### src/rtl/tod_pkg.sv
// tod_pkg: shared constants and helpers for the time-of-day counter.
//   SEC_MOD_DEF / MIN_MOD_DEF / HRS_MOD_DEF : default field moduli (60/60/24)
//   NOON_HR                                 : hour value that starts the PM half
//   disp_t / disp_12h                       : 24 h hour -> 12 h display hour + PM flag
package tod_pkg;

    localparam int SEC_MOD_DEF = 60;
    localparam int MIN_MOD_DEF = 60;
    localparam int HRS_MOD_DEF = 24;

    localparam logic [4:0] NOON_HR = 5'd12;

    typedef struct packed {
        logic [4:0] hrs;
        logic       pm;
    } disp_t;

    // Midnight shows as 12 AM and noon as 12 PM; afternoon hours fold down by 12.
    function automatic disp_t disp_12h(input logic [4:0] hrs);
        disp_t d;
        if (hrs == 5'd0) begin
            d.hrs = NOON_HR;
            d.pm  = 1'b0;
        end else if (hrs < NOON_HR) begin
            d.hrs = hrs;
            d.pm  = 1'b0;
        end else if (hrs == NOON_HR) begin
            d.hrs = NOON_HR;
            d.pm  = 1'b1;
        end else begin
            d.hrs = hrs - NOON_HR;
            d.pm  = 1'b1;
        end
        return d;
    endfunction

endpackage

### src/rtl/tod_counter_mod_counter.sv
// mod_counter: modulo-MOD up counter with clear, parallel load and increment.
//   clk    : clock
//   clr    : synchronous clear (highest priority)
//   ld     : parallel load of ld_val
//   inc    : +1 modulo MOD
//   q      : registered count 0..MOD-1
//   wrap   : inc asserted while q is at MOD-1 (carry out)
module mod_counter #(
    parameter int MOD = 60,
    parameter int W   = $clog2(MOD)
) (
    input  logic         clk,
    input  logic         clr,
    input  logic         inc,
    input  logic         ld,
    input  logic [W-1:0] ld_val,
    output logic [W-1:0] q,
    output logic         wrap
);

    localparam logic [W-1:0] MAX = W'(MOD - 1);

    logic [W-1:0] q_r;

    // Count register: clear beats load beats increment.
    always_ff @(posedge clk) begin
        if (clr) begin
            q_r <= '0;
        end else if (ld) begin
            q_r <= ld_val;
        end else if (inc) begin
            q_r <= (q_r == MAX) ? '0 : q_r + W'(1);
        end else begin
            q_r <= q_r;
        end
    end

    assign q    = q_r;
    assign wrap = inc && (q_r == MAX);

endmodule

### src/rtl/tod_counter.sv
// tod_counter: seconds/minutes/hours/day time-of-day counter clocked at 1 Hz.
//   sig_1Hz, reset          : clock and synchronous active-high reset
//   en                      : normal counting enable
//   mode_12h                : 1 = 12 h display, 0 = 24 h display
//   sec_b, min_b, hrs_b     : per-field +1 adjust (no carry), level sensitive
//   load, load_hrs/min/sec  : parallel load, rejected whole if any field out of range
//   sec_ctr, min_ctr, hrs_ctr, day_ctr : registered time state (hours in 24 h form)
//   disp_hrs, pm            : combinational display hour and PM flag
//   end_day, load_err       : registered one-cycle pulses
module tod_counter
    import tod_pkg::*;
#(
    parameter  int SEC_MOD = SEC_MOD_DEF,
    parameter  int MIN_MOD = MIN_MOD_DEF,
    parameter  int HRS_MOD = HRS_MOD_DEF,
    parameter  int DAY_W   = 9,
    localparam int SW      = $clog2(SEC_MOD),
    localparam int MW      = $clog2(MIN_MOD),
    localparam int HW      = $clog2(HRS_MOD)
) (
    input  logic             sig_1Hz,
    input  logic             reset,
    input  logic             en,
    input  logic             mode_12h,
    input  logic             sec_b,
    input  logic             min_b,
    input  logic             hrs_b,
    input  logic             load,
    input  logic [HW-1:0]    load_hrs,
    input  logic [MW-1:0]    load_min,
    input  logic [SW-1:0]    load_sec,
    output logic [SW-1:0]    sec_ctr,
    output logic [MW-1:0]    min_ctr,
    output logic [HW-1:0]    hrs_ctr,
    output logic [HW-1:0]    disp_hrs,
    output logic             pm,
    output logic [DAY_W-1:0] day_ctr,
    output logic             end_day,
    output logic             load_err
);

    localparam logic [SW-1:0] SEC_MAX = SW'(SEC_MOD - 1);
    localparam logic [MW-1:0] MIN_MAX = MW'(MIN_MOD - 1);
    localparam logic [HW-1:0] HRS_MAX = HW'(HRS_MOD - 1);

    logic             in_range_s;
    logic             load_ok_s;
    logic             adj_s;
    logic             cnt_s;
    logic             sec_inc_s;
    logic             min_inc_s;
    logic             hrs_inc_s;
    logic             sec_wrap_s;
    logic             min_wrap_s;
    logic             hrs_wrap_s;
    logic             roll_s;
    logic [SW-1:0]    sec_q_s;
    logic [MW-1:0]    min_q_s;
    logic [HW-1:0]    hrs_q_s;
    logic [DAY_W-1:0] day_r;
    logic             end_day_r;
    logic             load_err_r;

    assign in_range_s = (load_sec <= SEC_MAX) && (load_min <= MIN_MAX) && (load_hrs <= HRS_MAX);
    assign load_ok_s  = load && in_range_s;
    assign adj_s      = sec_b || min_b || hrs_b;
    assign cnt_s      = en && !load && !adj_s;

    // Any load (even a rejected one) suppresses adjust and counting. During adjust
    // each field follows only its own button so a wrap never carries.
    assign sec_inc_s = load ? 1'b0 : (adj_s ? sec_b : cnt_s);
    assign min_inc_s = load ? 1'b0 : (adj_s ? min_b : sec_wrap_s);
    assign hrs_inc_s = load ? 1'b0 : (adj_s ? hrs_b : min_wrap_s);

    // The hours carry is only reachable through the full seconds/minutes chain in count mode.
    assign roll_s = cnt_s && hrs_wrap_s;

    mod_counter #(.MOD(SEC_MOD), .W(SW)) u_sec (
        .clk    (sig_1Hz),
        .clr    (reset),
        .inc    (sec_inc_s),
        .ld     (load_ok_s),
        .ld_val (load_sec),
        .q      (sec_q_s),
        .wrap   (sec_wrap_s)
    );

    mod_counter #(.MOD(MIN_MOD), .W(MW)) u_min (
        .clk    (sig_1Hz),
        .clr    (reset),
        .inc    (min_inc_s),
        .ld     (load_ok_s),
        .ld_val (load_min),
        .q      (min_q_s),
        .wrap   (min_wrap_s)
    );

    mod_counter #(.MOD(HRS_MOD), .W(HW)) u_hrs (
        .clk    (sig_1Hz),
        .clr    (reset),
        .inc    (hrs_inc_s),
        .ld     (load_ok_s),
        .ld_val (load_hrs),
        .q      (hrs_q_s),
        .wrap   (hrs_wrap_s)
    );

    // Day count plus the end-of-day and load-reject pulses.
    always_ff @(posedge sig_1Hz) begin
        if (reset) begin
            day_r      <= '0;
            end_day_r  <= 1'b0;
            load_err_r <= 1'b0;
        end else begin
            end_day_r  <= roll_s;
            load_err_r <= load && !in_range_s;
            day_r      <= roll_s ? day_r + DAY_W'(1) : day_r;
        end
    end

    assign sec_ctr  = sec_q_s;
    assign min_ctr  = min_q_s;
    assign hrs_ctr  = hrs_q_s;
    assign day_ctr  = day_r;
    assign end_day  = end_day_r;
    assign load_err = load_err_r;

    generate
        if (HRS_MOD == 24) begin : g_12h
            disp_t disp_s;
            assign disp_s = disp_12h(hrs_q_s);

            // Display mux: 12 h folding only when selected.
            always_comb begin
                disp_hrs = hrs_q_s;
                pm       = 1'b0;
                if (mode_12h) begin
                    disp_hrs = disp_s.hrs;
                    pm       = disp_s.pm;
                end else begin
                    disp_hrs = hrs_q_s;
                    pm       = 1'b0;
                end
            end
        end else begin : g_24h
            assign disp_hrs = hrs_q_s;
            assign pm       = 1'b0;
        end
    endgenerate

endmodule

### config.mk
export PLATFORM = sky130hd
export DESIGN_NAME = tod_counter
export DESIGN_NICKNAME = d
export VERILOG_FILES = /design/src/rtl/tod_pkg.sv /design/src/rtl/tod_counter_mod_counter.sv /design/src/rtl/tod_counter.sv
export SDC_FILE = /design/constraint.sdc
export NUM_CORES = 1
export LEC_CHECK = 0
export ABC_AREA = 1
export BUFFER_PORTS_ARGS = -buffer_cell sky130_fd_sc_hd__buf_2
export CAP_MARGIN = 20
export CORE_ASPECT_RATIO = 1.75
export CORE_UTILIZATION = 45
export CTS_CLUSTER_SIZE = 24
export DETAILED_ROUTE_END_ITERATION = 12
export PLACE_DENSITY = 0.72
export SYNTH_ARGS = -nofsm -noshare
export SYNTH_HDL_FRONTEND = slang
export SYNTH_SLANG_ARGS = --single-unit
### constraint.sdc
create_clock -name sig_1Hz -period 4.1 [get_ports sig_1Hz]
set_input_delay 0.41 -clock sig_1Hz [delete_from_list [all_inputs] [get_ports sig_1Hz]]
set_output_delay 0.41 -clock sig_1Hz [all_outputs]
set_load 0.02 [all_outputs]
==> flow_results.org, run 1 <==
** Synthesis
- Synthesis produced around 280 cells.
- The cell area that synthesis handed to floorplanning was 1830 um^2.
- Share of the yosys chip area belonging to registers :: 0.307
- Number of distinct standard cells referenced by the synthesized netlist :: 27
- Synthesis warning total :: 0
- Syn nets :: between 300 and 400
- Register bit count reported by yosys :: 28
- Avg Inst Size Synth :: approximately 6.6 um^2

** CTS
- TritonCTS built the clock tree.
- In this run the post-CTS setup repair buffer count came out at 0.
- Clock tree synthesis found a total of 28 sinks.
- Deepest clock path buffer count :: 2
- CTS built an H-tree with a depth of 1.
- The clock reaches the later pin of the worst-skew pair after 270 ps.
- Buffers inserted during clock tree synthesis total 3.
- CTS root buffer :: sky130_fd_sc_hd__clkbuf_8
- Hold_buf cts :: 0
- Once the clock tree was built, the resizer swapped 0 gates to a different size.
- Clock-pin slew on the worst setup and hold paths :: around 100 ps

** Finish
- Number of cells in the finished layout apart from fillers :: roughly 380
- Commonest cells after routing, fill and taps aside :: sky130_fd_sc_hd__nand2_1 (71), sky130_fd_sc_hd__buf_2 (58), sky130_fd_sc_hd__inv_1 (30), sky130_fd_sc_hd__nor2_1 (29), sky130_fd_sc_hd__dfxtp_1 (28)
- For this run, the post-layout net count is about 370.
- Count of antenna diodes in the layout :: 0
- Of the cells placed in the final design, the portion with a size suffix greater than 1 is 0.233.
- Synthesis-to-finish area growth :: 21.1%
- Most common library cell in the layout ignoring fill and taps :: sky130_fd_sc_hd__nand2_1
- Counting the fill cells in the layout gives between 400 and 500.

** STA
- Crit share post-route :: 0.553
- Headroom to the max-slew limit came out at 0.657.
- Fin. Hold Viols :: 0
- For the pin with the worst max-slew slack, the measured transition is around 510 ps.
- The number of max-slew violations in the final report is 0.
- Setup TNS :: 0 ps
- Setup violations remaining at the end of the flow were counted as 0.
- Timing would allow up to 441 MHz.
- After layout, the minimum clock period comes to 2270 ps.
- Worst clock skew on the final layout :: between 4 and 5 ps
- Setup repair after global routing left no endpoint under its margin.

** Global route
- The via count of the first global-routing pass came to roughly 1800.
- The first global-routing pass estimated 7.58 mm of wire.
- Final global-route overflow total :: 0
- The initial antenna violation count is 0.
- Overall Global Routing Usage :: 0.219
- Pin count of the biggest net entering global routing :: 16

** Setup path
- Cell count of the worst reg-to-reg path :: 12
- The critical path is of the reg2out type.
- The worst setup path is captured at a primary output.
- The worst setup path is launched from a flop.
- At the worst endpoint, the arrival time is ~1900 ps.
- Largest fanout on the critical path :: 9
- For the worst setup path, the data required time is 3690 ps.

** Placement
- Port-buffer cells :: between 50 and 60
- Cell Count Post-Placement :: roughly 380
- After legalization and detailed placement, the total HPWL measured ~3.5 mm.
- Placer congestion estimate :: between 0.8 and 0.9

** Drt
- Number of routed nets with antenna violations :: 0
- The detailed router placed 1992 vias in this run.
- Dividing the detail-routed via count by the number of cells gives 5.20.
- Number of design-rule violations left by the first detailed-router iteration :: 48
- Detailed-route wire length :: 4.48 mm
- DRC errors left :: 0
- After detailed routing, the average wire length per cell comes to about 12 um.
- Total iterations of the first detailed-routing run :: 4

** Job
- Max-cap violations in this run came to 0.

** Run status
- The run finished with clean final reports.

** Pwr
- Leakage component of the power :: between 1 and 1.5 nW
- In this run the power density over the cells is slightly below 300 nW/um^2.
- Worst supply voltage drop on vdd :: roughly 0.21 mV

** Die
- For this design the top-level I/O count stands at 59.
- Std-Cell Rows :: 30
- The initial utilization of the core area, before any placement, comes to 0.473.
- From bottom edge to top edge, the die measures 86.3 um.
- The floorplan step defined a core boundary enclosing approximately 3900 um^2.
- Die width :: around 50 um
- The die covers around 4300 um^2.

** Hold path
- Worst hold path type :: in2reg
- Along the worst hold path, the cell count comes to 3.
layer usage:
layer / vias to the layer above / GRT usage / share of wire
li1: 1030 / - / -
met5: - / 0 / 0
met1: 905 / 0.262 / 0.42
met3: 6 / 0.0158 / 0.037
met2: 51 / 0.396 / 0.53
met4: 0 / 0.0831 / 0.015
final cells by class:
type / count / area, um^2 / area share
Sequential cell: 28 / 561 / 0.253
Clock buffer: 4 / 55.1 / 0.0249
Timing Repair Buffer: 58 / 290 / 0.131
Inverter: 30 / 113 / 0.0508
Tap cell: 48 / 60.1 / 0.0271
Multi-Input combinational cell: 215 / 1140 / 0.513
path summary, 6_finish.rpt:
path	slack (ps)	from	end
hold reg to reg	500	day_ctr[8]	day_ctr[8]
setup / recovery	1830	u_hrs.q[2]	disp_hrs[3]
hold / removal	400	load_sec[0]	u_sec.q[0]
setup reg to reg	2310	u_sec.q[0]	day_ctr[7]
Yosys cell counts:
cell | count | area, um^2
sky130_fd_sc_hd__nor2_2 | 3 | 18.8
sky130_fd_sc_hd__nand3_2 | 3 | 30.0
sky130_fd_sc_hd__nand3_1 | 18 | 90.1
sky130_fd_sc_hd__a31oi_1 | 5 | 31.3
sky130_fd_sc_hd__nand4_1 | 10 | 62.6
sky130_fd_sc_hd__dfxtp_1 | 28 | 561
sky130_fd_sc_hd__inv_1 | 30 | 113
sky130_fd_sc_hd__clkbuf_1 | 1 | 3.75
sky130_fd_sc_hd__nand3b_1 | 1 | 7.51
sky130_fd_sc_hd__o21ai_0 | 21 | 105
sky130_fd_sc_hd__nor2_1 | 29 | 109
sky130_fd_sc_hd__or2_2 | 1 | 6.26
sky130_fd_sc_hd__nor3_2 | 1 | 10.0
sky130_fd_sc_hd__mux2i_1 | 1 | 10.0
sky130_fd_sc_hd__o22ai_1 | 2 | 12.5
sky130_fd_sc_hd__nand2_4 | 1 | 11.3
sky130_fd_sc_hd__a21oi_1 | 19 | 95.1
sky130_fd_sc_hd__ha_1 | 8 | 100
sky130_fd_sc_hd__nand2_2 | 6 | 37.5
sky130_fd_sc_hd__nor3_1 | 1 | 5.00
sky130_fd_sc_hd__nand2_1 | 71 | 267
sky130_fd_sc_hd__a2bb2oi_1 | 1 | 8.76
sky130_fd_sc_hd__nand3_4 | 1 | 17.5
sky130_fd_sc_hd__o21ai_1 | 1 | 5.00
sky130_fd_sc_hd__xnor2_1 | 7 | 61.3
sky130_fd_sc_hd__xor2_1 | 4 | 35.0
sky130_fd_sc_hd__buf_2 | 3 | 15.0
power breakdown:
part,internal (mW),total (mW),switching (mW)
Clock,0.0860,0.173,0.0874
Sequential,0.288,0.309,0.0212
Combinational,0.0626,0.173,0.110
worst max-delay path, stage by stage, from the launching register on:
cell and delay, ps:
sky130_fd_sc_hd__dfxtp_1 490, sky130_fd_sc_hd__inv_1 130, sky130_fd_sc_hd__ha_1 210, sky130_fd_sc_hd__nand2_1 70
sky130_fd_sc_hd__nor2_1 40, sky130_fd_sc_hd__inv_1 70, sky130_fd_sc_hd__nand3_1 60, sky130_fd_sc_hd__inv_1 90
sky130_fd_sc_hd__nand2_1 80, sky130_fd_sc_hd__o21ai_0 150, sky130_fd_sc_hd__inv_1 50, sky130_fd_sc_hd__buf_2 150
kinds of logic (layout without fill, tap and decap cells):
family                   Yosys count  count (layout)  share of synthesized area
flip-flops                        28              28                      0.307
multiplexers                       1               1                    0.00548
AO/OA/AOI/OAI                     49              49                      0.141
XOR/XNOR                          11              11                     0.0527
AND/OR/NAND/NOR                  146             146                      0.368
buffers and inverters             34              92                     0.0719
adder cells (fa/ha/maj)            8               8                     0.0548
state kept, by name (all words and copies together) (netlist names):
name,cells
u_hrs.q,5
u_sec.q,6
load_err,1
day_ctr,9
end_day,1
u_min.q,6
stage by stage:
stage                util  hold WS [ps]  total power [mW]  instance area (um^2)  setup WS (ps)
CTS                 0.573           389             0.662                  2210           1800
floorplan               -           479             0.430                  1830           2090
global placement    0.559           475             0.487                  2160           2050
global route        0.573           401             0.695                  2210           1660
finish              0.573           395             0.655                  2210           1830
detailed placement  0.559           488             0.488                  2160           1990
No activity file was read; power rests on OpenSTA's default activity.
==> inputs of run 2 (changes only) <==
==> constraint.sdc (replaced) <==
create_clock -name sig_1Hz -period 2.3 [get_ports sig_1Hz]
set_input_delay 0.23 -clock sig_1Hz [delete_from_list [all_inputs] [get_ports sig_1Hz]]
set_output_delay 0.23 -clock sig_1Hz [all_outputs]
set_load 0.02 [all_outputs]
==> run 2 against run 1 <==
Global-route usage grew 0.26 points. Clock-buffer cell count is the same. Sequential cell count is the same. Utilization grew 0.19 points. Combinational power grew 79%. Clock power grew 81%. Via count grew 1.5%. Critical endpoint unchanged. Cell count grew 0.26%. Worst setup slack lost 1600 ps. Critical path depth is the same. Worst hold slack lost 180 ps. First-iteration DRC count grew 4.2%.
==> flow_results.org, run 2 (synthesis gave the netlist of run 1 again) <==
** Die
- The total die area is 4330 um^2 (unchanged).
- Number of ports placed on the die boundary :: 59 (unchanged)
- The starting utilization of the core area was 0.473 (unchanged).
- Core region area :: 3870 um^2 (unchanged)
- Std-Cell Rows :: 30 (unchanged)
- The height of the chip came to 86.3 um (unchanged).
- Die width :: 50.2 um (unchanged)

** CTS
- CTS H-Tree Depth :: 1 (unchanged)
- TritonCTS clock tree :: built (unchanged)
- The post-CTS repair timing setup buffer count was 0 (unchanged).
- CTS root buffer :: sky130_fd_sc_hd__clkbuf_8 (unchanged)
- Hold_buf cts :: 0 (unchanged)
- Clock-pin slew on the worst setup and hold paths :: 100 ps (about the same)
- CTS resizes :: 0 (unchanged)
- Sinks on the clock net :: 28 (unchanged)
- Deepest clock path buffer count :: 2 (unchanged)
- The clock insertion delay at the later pin of the skew report came to 280 ps (was 270 ps).
- The CTS buffer count came to 3 (unchanged).

** Finish
- The final cell count without fillers is 384 (was 383).
- Commonest cells after routing, fill and taps aside :: sky130_fd_sc_hd__nand2_1 (71), sky130_fd_sc_hd__buf_2 (58), sky130_fd_sc_hd__inv_1 (30), sky130_fd_sc_hd__nor2_1 (29), sky130_fd_sc_hd__dfxtp_1 (28) (unchanged)
- Layout Utilization :: 0.575 (was 0.573)
- Number of flip-flops under the largest register name :: 9 (unchanged)
- The growth of design area from synthesis to finish came to 21.6% (was 21.1%).
- The net count of the finished layout came to 370 (was 369).
- Layout cells sized above 1 :: 0.235 (was 0.233)
- The number of antenna repair diodes is 0 (unchanged).
- Area of all placed cells without fillers :: 2220 um^2 (was 2210 um^2)
- The leading cell type in the layout, fill and taps excluded was sky130_fd_sc_hd__nand2_1 (unchanged).

** Drt
- Number of design-rule violations left by the first detailed-router iteration :: 50 (was 48)
- The number of design rule violations left after detail routing was 0 (unchanged).
- Overall via count from detail_route :: 2022 (was 1992)
- Post-DR vias/cell :: 5.27 (was 5.20)
- The final antenna-violating net count is 0 (unchanged).
- Detail-routed net length per standard cell :: 11.6 um (was 11.7 um)
- Total iterations of the first detailed-routing run :: 4 (unchanged)
- The routed wire length came to 4.46 mm (was 4.48 mm).

** Placement
- Port-buffer cells :: 58 (unchanged)
- Sum of net half-perimeters after detailed placement :: 3.47 mm (was 3.48 mm)
- Placer congestion estimate :: 0.781 (was 0.853)
- The post-place instance area came to 2170 um^2 (was 2160 um^2).
- Cell Count Post-Placement :: 380 (was 379)

** Job
- The number of max-cap violations is 0 (unchanged).

** Setup path
- Start-to-end type of the worst setup path :: reg2out (unchanged)
- The critical-path cell with the highest stage delay is sky130_fd_sc_hd__dfxtp_1 (unchanged).
- Crit path DAT :: 1830 ps (was 1860 ps)
- Largest fanout on the critical path :: 9 (unchanged)
- The combined buffer and inverter count along the critical path was 5 (unchanged).
- The cell family contributing the most delay on the critical path is buffers and inverters (was flip-flops).
- Startpoint class of the critical path :: flop (unchanged)
- Critical path cell sequence :: inv_1 -> ha_1 -> nand2_1 -> nor2_1 -> inv_1 -> nand3_1 -> inv_1 -> nand2_1 -> o21ai_0 -> inv_1 -> buf_2 (unchanged)
- Most repeated library cell on the critical path :: sky130_fd_sc_hd__inv_1 (unchanged)
- Worst Path Required :: 2070 ps (was 3690 ps)
- Sort of element at the end of the critical path :: primary output (unchanged)
- The largest stage delay on the critical path came to 470 ps (was 490 ps).

** Global route
- Vias in the first global route :: 1783 (was 1769)
- Overall Global Routing Usage :: 0.222 (was 0.219)
- The maximum number of pins on one net before global-route repair was 16 (unchanged).
- Final global-route overflow total :: 0 (unchanged)
- The initial antenna violation count is 0 (unchanged).
- First-pass GRT wire length :: 7.56 mm (was 7.58 mm)

** STA
- Number of failing setup endpoints in the final timing report :: 0 (unchanged)
- The final total negative setup slack was 0 ps (unchanged).
- Slew HR :: 0.695 (was 0.657)
- Static timing analysis puts the maximum clock frequency at 486 MHz.
- Dividing the final minimum period by the clock period gives 0.895.
- The worst clock skew on the final layout is 4.76 ps (was 4.08 ps).
- Fin. Hold Viols :: 0 (unchanged)
- Fin crit period :: approximately 2100 ps
- Total count of max-transition violations in the final report :: 0 (unchanged)
- Unrepaired setup endpoints after global routing: no (unchanged).
- Transition time at the pin with the least slew margin :: 456 ps (was 513 ps)

** Hold path
- The worst min-delay path category is in2reg (unchanged).

** Run status
- Outcome :: complete, no violations (unchanged)

** Pwr
- The power per cell area is 527 nW/um^2 (was 296 nW/um^2).
- Leakage component of the power :: 1.11 nW (was 1.10 nW)
- Worst supply voltage drop on vdd :: 0.421 mV (was 0.211 mV)
-- run 2: cell types whose count changed in the layout (fill, tap and decap cells not counted) --
cell	delta
sky130_fd_sc_hd__buf_4	+1
-- run 2: worst paths after layout --
check,from,end,slack [ps],depth (start not counted)
hold reg to reg,day_ctr[8],day_ctr[8],490,2
setup reg to reg,u_sec.q[0],day_ctr[4],600,12
hold / removal,load_min[1],u_min.q[1],210,3
setup / recovery,u_hrs.q[2],disp_hrs[3],240,11
-- run 2: layout make-up --
class                      instances  area, um^2
clock buffer                       4        55.1
fill                             406        1640
inverter                          30         113
multi-input combinational        215        1140
sequential                        28         561
tap                               48        60.1
timing repair buffer              59         298
-- run 2: metal layers --
metal	global-route usage	share of wire	vias up
li1	-	-	1027
met1	0.245	0.41	941
met2	0.419	0.54	48
met3	0.0263	0.038	6
met4	0.0779	0.014	0
met5	0	0	-
-- run 2: power by group --
part,internal (mW),switching (mW),total [mW]
Clock,0.153,0.159,0.313
Combinational,0.113,0.197,0.310
Sequential,0.513,0.0357,0.548
Total,0.779,0.392,1.17
-- run 2: per-stage QoR --
| step | power, mW | hold slack, ps | worst slack [ps] |
|---|---|---|---|
| after floorplan | 0.766 | 299 | 468 |
| final | 1.17 | 213 | 241 |
| after global placement | 0.868 | 474 | 626 |
| after CTS | 1.17 | 218 | 237 |
| after detailed placement | 0.872 | 484 | 548 |
| after global routing | 1.24 | 212 | 60.9 |
-- run 2: tightest hold or removal path, stage by stage --
cell	delay, ps
sky130_fd_sc_hd__buf_2	90
sky130_fd_sc_hd__nand2_1	50
sky130_fd_sc_hd__a31oi_1	70
